`src/rtl/controller_sequencer.sv`:
```
// SAP-1 controller-sequencer: six-state one-hot ring counter plus control matrix (opcode -> 12-bit control word, HLT).
// Latency: the ring advances on the falling edge of CLK; CON is combinational from T, OPCODE and CLR (zero cycles).
// Backpressure: none; a HLT opcode seen in T4 freezes the ring at T4 until CLR, and CON is held at NOP meanwhile.
module controller_sequencer (
  input  logic        CLK,
  input  logic        CLR,
  input  logic [3:0]  OPCODE,
  output logic [11:0] CON,
  output logic        HLT,
  output logic [5:0]  T
);

  // Control word bit order: {Cp, Ep, Lm_n, CE_n, Li_n, Ei_n, La_n, Ea, Su, Eu, Lb_n, Lo_n}
  localparam logic [11:0] CW_NOP     = 12'h3E3;
  localparam logic [11:0] CW_FETCH1  = 12'h5E3;  // Ep, Lm_n: PC -> MAR
  localparam logic [11:0] CW_FETCH2  = 12'hBE3;  // Cp: increment PC
  localparam logic [11:0] CW_FETCH3  = 12'h263;  // CE_n, Li_n: RAM -> IR
  localparam logic [11:0] CW_ADDR    = 12'h1A3;  // Lm_n, Ei_n: IR operand -> MAR
  localparam logic [11:0] CW_LDA5    = 12'h2C3;  // CE_n, La_n: RAM -> A
  localparam logic [11:0] CW_LDB5    = 12'h2E1;  // CE_n, Lb_n: RAM -> B
  localparam logic [11:0] CW_ADD6    = 12'h3C7;  // Eu, La_n: A+B -> A
  localparam logic [11:0] CW_SUB6    = 12'h3CF;  // Su, Eu, La_n: A-B -> A
  localparam logic [11:0] CW_OUT4    = 12'h3F2;  // Ea, Lo_n: A -> output register

  localparam logic [3:0] OP_LDA = 4'h0;
  localparam logic [3:0] OP_ADD = 4'h1;
  localparam logic [3:0] OP_SUB = 4'h2;
  localparam logic [3:0] OP_OUT = 4'hE;
  localparam logic [3:0] OP_HLT = 4'hF;

  typedef enum logic [5:0] {
    S_T1 = 6'b000001,
    S_T2 = 6'b000010,
    S_T3 = 6'b000100,
    S_T4 = 6'b001000,
    S_T5 = 6'b010000,
    S_T6 = 6'b100000
  } state_t;

  state_t state_q, state_d;
  logic   hlt_q, hlt_d;
  logic   halt_req;

  // A halt opcode only counts while T4 is the active state.
  assign halt_req = (state_q == S_T4) && (OPCODE == OP_HLT);

  // State and halt registers: advance on the falling edge so CON settles before the datapath's rising-edge load.
  always_ff @(negedge CLK or posedge CLR) begin
    if (CLR) begin
      state_q <= S_T1;
      hlt_q   <= 1'b0;
    end else begin
      state_q <= state_d;
      hlt_q   <= hlt_d;
    end
  end

  // Next state: ring T1..T6 unless halted; a halt request in T4 sets the sticky flag and parks the ring at T4.
  always_comb begin
    state_d = state_q;
    hlt_d   = hlt_q;
    if (!hlt_q) begin
      if (halt_req) begin
        hlt_d   = 1'b1;
        state_d = S_T4;
      end else begin
        case (state_q)
          S_T1:    state_d = S_T2;
          S_T2:    state_d = S_T3;
          S_T3:    state_d = S_T4;
          S_T4:    state_d = S_T5;
          S_T5:    state_d = S_T6;
          S_T6:    state_d = S_T1;
          default: state_d = S_T1;
        endcase
      end
    end
  end

  // Control matrix: fetch words in T1-T3 regardless of opcode, execute words in T4-T6; NOP under reset or halt.
  always_comb begin
    CON = CW_NOP;
    if (!CLR && !hlt_q) begin
      case (state_q)
        S_T1: CON = CW_FETCH1;
        S_T2: CON = CW_FETCH2;
        S_T3: CON = CW_FETCH3;
        S_T4: begin
          case (OPCODE)
            OP_LDA, OP_ADD, OP_SUB: CON = CW_ADDR;
            OP_OUT:                 CON = CW_OUT4;
            default:                CON = CW_NOP;
          endcase
        end
        S_T5: begin
          case (OPCODE)
            OP_LDA:         CON = CW_LDA5;
            OP_ADD, OP_SUB: CON = CW_LDB5;
            default:        CON = CW_NOP;
          endcase
        end
        S_T6: begin
          case (OPCODE)
            OP_ADD:  CON = CW_ADD6;
            OP_SUB:  CON = CW_SUB6;
            default: CON = CW_NOP;
          endcase
        end
        default: CON = CW_NOP;
      endcase
    end
  end

  assign HLT = hlt_q;
  assign T   = state_q;

endmodule
```
`config.mk`:
```
export PLATFORM = sky130hd
export DESIGN_NAME = controller_sequencer
export DESIGN_NICKNAME = d
export VERILOG_FILES = /design/src/rtl/controller_sequencer.sv
export SDC_FILE = /design/constraint.sdc
export NUM_CORES = 1
export LEC_CHECK = 0
export ABC_AREA = 1
export CORE_AREA = 2 2 43 45
export DETAILED_ROUTE_END_ITERATION = 10
export DIE_AREA = 0 0 45 47
export PLACE_DENSITY = 0.77
export SYNTH_ARGS = -nofsm -noshare
export SYNTH_HDL_FRONTEND = slang
export SYNTH_SLANG_ARGS = --single-unit
```
`constraint.sdc`:
```
create_clock -name CLK -period 1.65 [get_ports CLK]
set_clock_uncertainty 0.15 [all_clocks]
set_input_delay 0.2475 -clock CLK [delete_from_list [all_inputs] [get_ports CLK]]
set_output_delay 0.2475 -clock CLK [all_outputs]
set_load 0.01 [all_outputs]
```
# Word-level counts from Yosys, hierarchy flattened
# Cells that the tools add are included.
# W data, S select, Z words.
totals:
  reg_bits: 7
  in_bits: 6
  output_inout_bits: 19
  elab_cells: 28
op_classes:
  eq_ne: 10
  n_mux: 9
  n_reduce_logical: 7
op_table:
  columns: ["cell", "n"]
  rows:
  - ["$pmux W12 S6", 1]
  - ["$pmux W6 S5", 1]
  - ["$pmux W10 S2", 1]
  - ["$pmux W9 S2", 1]
  - ["$mux W12", 1]
  - ["$pmux W6 S2", 1]
  - ["$eq A4 B4 Y1 const B", 2]
  - ["$eq A6 B1 Y1 const B", 1]
  - ["$eq A6 B2 Y1 const B", 1]
  - ["$eq A6 B3 Y1 const B", 1]
  - ["$eq A6 B4 Y1 const B", 1]
  - ["$eq A6 B5 Y1 const B", 1]
  - ["$eq A6 B6 Y1 const B", 1]
  - ["$mux W6", 1]
  - ["$eq A4 B1 Y1 const B", 1]
  - ["$eq A4 B2 Y1 const B", 1]
  - ["$logic_not A4 Y1", 1]
  - ["$reduce_or A3 Y1", 1]
  - ["$logic_and A1 B1 Y1", 2]
  - ["$logic_not A1 Y1", 2]
  - ["$mux W1", 2]
  - ["$reduce_or A2 Y1", 1]

# Logic depth before layout (Yosys ltp)
logic_depth:
  ltp_word: 5
  mapped_depth: 7

==> results.sh <==
export IMPL_status="finished, violations left"
export IMPL_violations="negative setup slack"
export IMPL_setup_violations=19
export IMPL_cts_htree_levels=1
export IMPL_grt_pass1_vias=941
export IMPL_cap_violations=0
export IMPL_power_density_nw_per_um2=286
export IMPL_routed_wl_um=2520
export IMPL_pwr_share_seq_pct=45.4
export IMPL_track_usage_pct=23.9
export IMPL_required_ps=1250
export IMPL_postCtsHoldBufs=0
export IMPL_drc=0
export IMPL_cp_end_kind="output port"
export IMPL_core_area_um2=1650
export IMPL_timing_rr_start="T[0]"
export IMPL_start_util_pct=40.8
export IMPL_via_count=933
export IMPL_ys_warn_count=0
export IMPL_hold_class="register to register"
export IMPL_synth_area_leader_cell="dfrtn_1"
export IMPL_area_growth_pct=98.0
export IMPL_ff2ff_path_depth=8
export IMPL_cts_root_buf="clkbuf_4"
export IMPL_gp_congestion=0.784
export IMPL_grt_max_degree=12
export IMPL_path_clk_slew_ps=30
export IMPL_antenna_found_initial=0
export IMPL_crit_path_top_delay_cell="dfstp_2"
export IMPL_syn_nets=114
export IMPL_postRouteAntennaNets=0
export IMPL_cts_tree="done"
export IMPL_synth_yosys_seq_area_share_pct=26.2
export IMPL_die_area_um2=2120
export IMPL_worstSetupPathType="register to output port"
export IMPL_multi_input_area_um2=582
export IMPL_r2r_slack_ps=40
export IMPL_n_fill_cell=97
export IMPL_drtIter0Drc=14
export IMPL_clkLatencyLatePin_ps=300
export IMPL_hold_viol_final=0
export IMPL_p_total_mw=0.381
export IMPL_tns_ps=-17300
export IMPL_placed_cells=167
export IMPL_critPathMaxFanout=6
export IMPL_p_clk_share_pct=42.5
export IMPL_synth_edff_count=0
export IMPL_leakage_nw=0.644
export IMPL_cellInternalPower_mw=0.289
export IMPL_worstMarginPinSlew_ps=269
export IMPL_chipWidth_um=45
export IMPL_first_pass_iters=4
export IMPL_relSlewSlack_pct=82.0
export IMPL_swShare_pct=24.1
export IMPL_ios=25
export IMPL_synthArstFlopShare_pct=100
export IMPL_cp_common_cell="nor2_2"
export IMPL_rsz0062_at_grt="yes"
export IMPL_regArea_um2=176
export IMPL_netlist_top_cells_count="nand2_1 (26), nor2_1 (18), inv_1 (17)"
export IMPL_grt_pass1_wl_um=3700
export IMPL_synth_top_flop_cell="dfrtn_1"
export IMPL_worst_hold_slack_ps=396
export IMPL_critPathMaxStageDelay_ps=610
export IMPL_synth_most_common_cell="nand2_1"
export IMPL_ys_top_cells_by_area="dfrtn_1 (22%), nand2_1 (14%), nor2_1 (10%)"
export IMPL_cts_num_sinks=7
export IMPL_avgSynthCellArea_um2=6.24
export IMPL_path_cells="nor2_4 > nand3_4 > nor2_2 > nor2_2 > nand3_2 > buf_6"
export IMPL_final_cells=184
export IMPL_gr_total_overflow=0
export IMPL_fin_nets=174
export IMPL_cts_buffers=3
export IMPL_synthDistinctLibCells=18
export IMPL_power_switching_mw=0.0918
export IMPL_ys_seq_elements=7
export IMPL_irDropWorstVdd_mv=0.634
export IMPL_clock_path_buffers=2
export IMPL_place_ws_ps=-1220
export IMPL_setup_ws_ps=-1140
export IMPL_rr_endpoint="T[3]"
export IMPL_syn_inst=108
export IMPL_hold_path_end="T[0]"
export IMPL_diodes=0
export IMPL_netlist_area_leader_share_pct=22.3
export IMPL_wl_per_cell_um=13.7
export IMPL_holdCritStartpoint="T[0]"
export IMPL_place_port_buffers=24
export IMPL_die_h_um=47
export IMPL_cp_arrival_ps=2390
export IMPL_critPathLaunchType="register"
export IMPL_combPwrFrac_pct=12.1
export IMPL_syn_area_um2=674
export IMPL_hpwl_um=1550
export IMPL_fp_row_count=15
export IMPL_vias_per_cell=5.07
export IMPL_slew_violations=0
export IMPL_min_path_cells=2
export IMPL_drive_above_1_share_pct=61.7
[metrics by stage]
step                cell area, um2  utilization [%]
finish                        1340             80.8
global placement              1120             68.0
floorplan                      722                -
detailed placement            1120             68.0
CTS                           1230             74.5
global route                  1340             80.8
[critical path: cells and delay by family, from the launching register on]
kind	cells	cell delay (ps)
buffers and inverters	1	120
flip-flops	1	610
AND/OR/NAND/NOR	5	530
[placed cells by master, fill, tap and decap left out, types with 2 or more instances in the layout]
| cell type | count |
|---|---|
| buf_4 | 25 |
| nand2_1 | 20 |
| buf_6 | 17 |
| inv_1 | 15 |
| buf_2 | 12 |
| nor2_1 | 10 |
| nor2_2 | 9 |
| nor2_4 | 8 |
| nand3_2 | 7 |
| dfrtn_1 | 6 |
| nand2_2 | 5 |
| inv_2 | 4 |
| nand3_4 | 4 |
| nand3_1 | 4 |
| o21ai_0 | 3 |
| clkbuf_4 | 3 |
| nand2_4 | 2 |
| a21oi_2 | 2 |
| nand4_1 | 2 |
[kinds of logic after synthesis]
| kind of cell | after synthesis | synth area share, % |
|---|---|---|
| compound gates | 7 | 6.31 |
| simple gates | 74 | 56.4 |
| flops | 7 | 26.2 |
| buf+inv | 20 | 11.1 |
[what timing repair did]
action / 4_1_cts / 5_1_grt
endpoints found under the setup margin: 22 / 21
gates resized for setup: 111 / 26
setup buffers: 15 / 3
pin swaps: 14 / 18
endpoints found under the hold margin: 0 / 0
cloned: 0 / 0
[power groups by stage]
stage	combinational (mW)	clock (mW)	sequential, mW
after CTS	0.0432	0.163	0.173
after detailed placement	0.0477	0.00758	0.175
after global placement	0.0468	0.00758	0.175
after floorplan	0.0172	0.00758	0.175
after global routing	0.0497	0.182	0.173
final	0.0461	0.162	0.173
[metal layers]
metal,wire length (um),global-route usage [%],vias to the layer above
met5,0,0,-
met4,0,4.71,0
met3,127,6.92,0
met2,1450,48.3,28
met1,946,24.1,452
li1,-,-,453
[worst max path at each step]
stage               from  endpoint  slack, ps  cells past startpoint
global route        T[5]    CON[6]      -1220                      8
finish              T[0]    CON[9]      -1140                      6
floorplan           T[0]    CON[8]       -670                      6
global placement    T[1]    CON[0]      -1160                      7
CTS                 T[1]    CON[0]      -1110                      7
detailed placement  T[0]    CON[0]      -1220                      7
[sequential cells by signal (all words and copies together) (netlist names)]
| name | flops |
|---|---|
| HLT | 1 |
| T | 6 |
[area by class of cell]
class | instances | area share, %
clock inverters | 1 | 0.281
multi-input cells | 81 | 43.6
repair buffers | 56 | 34.3
well taps | 17 | 1.59
flip-flops and latches | 7 | 13.2
inverters | 18 | 5.06
clock buffers | 4 | 1.97
Power figures use the tool's default switching activity.
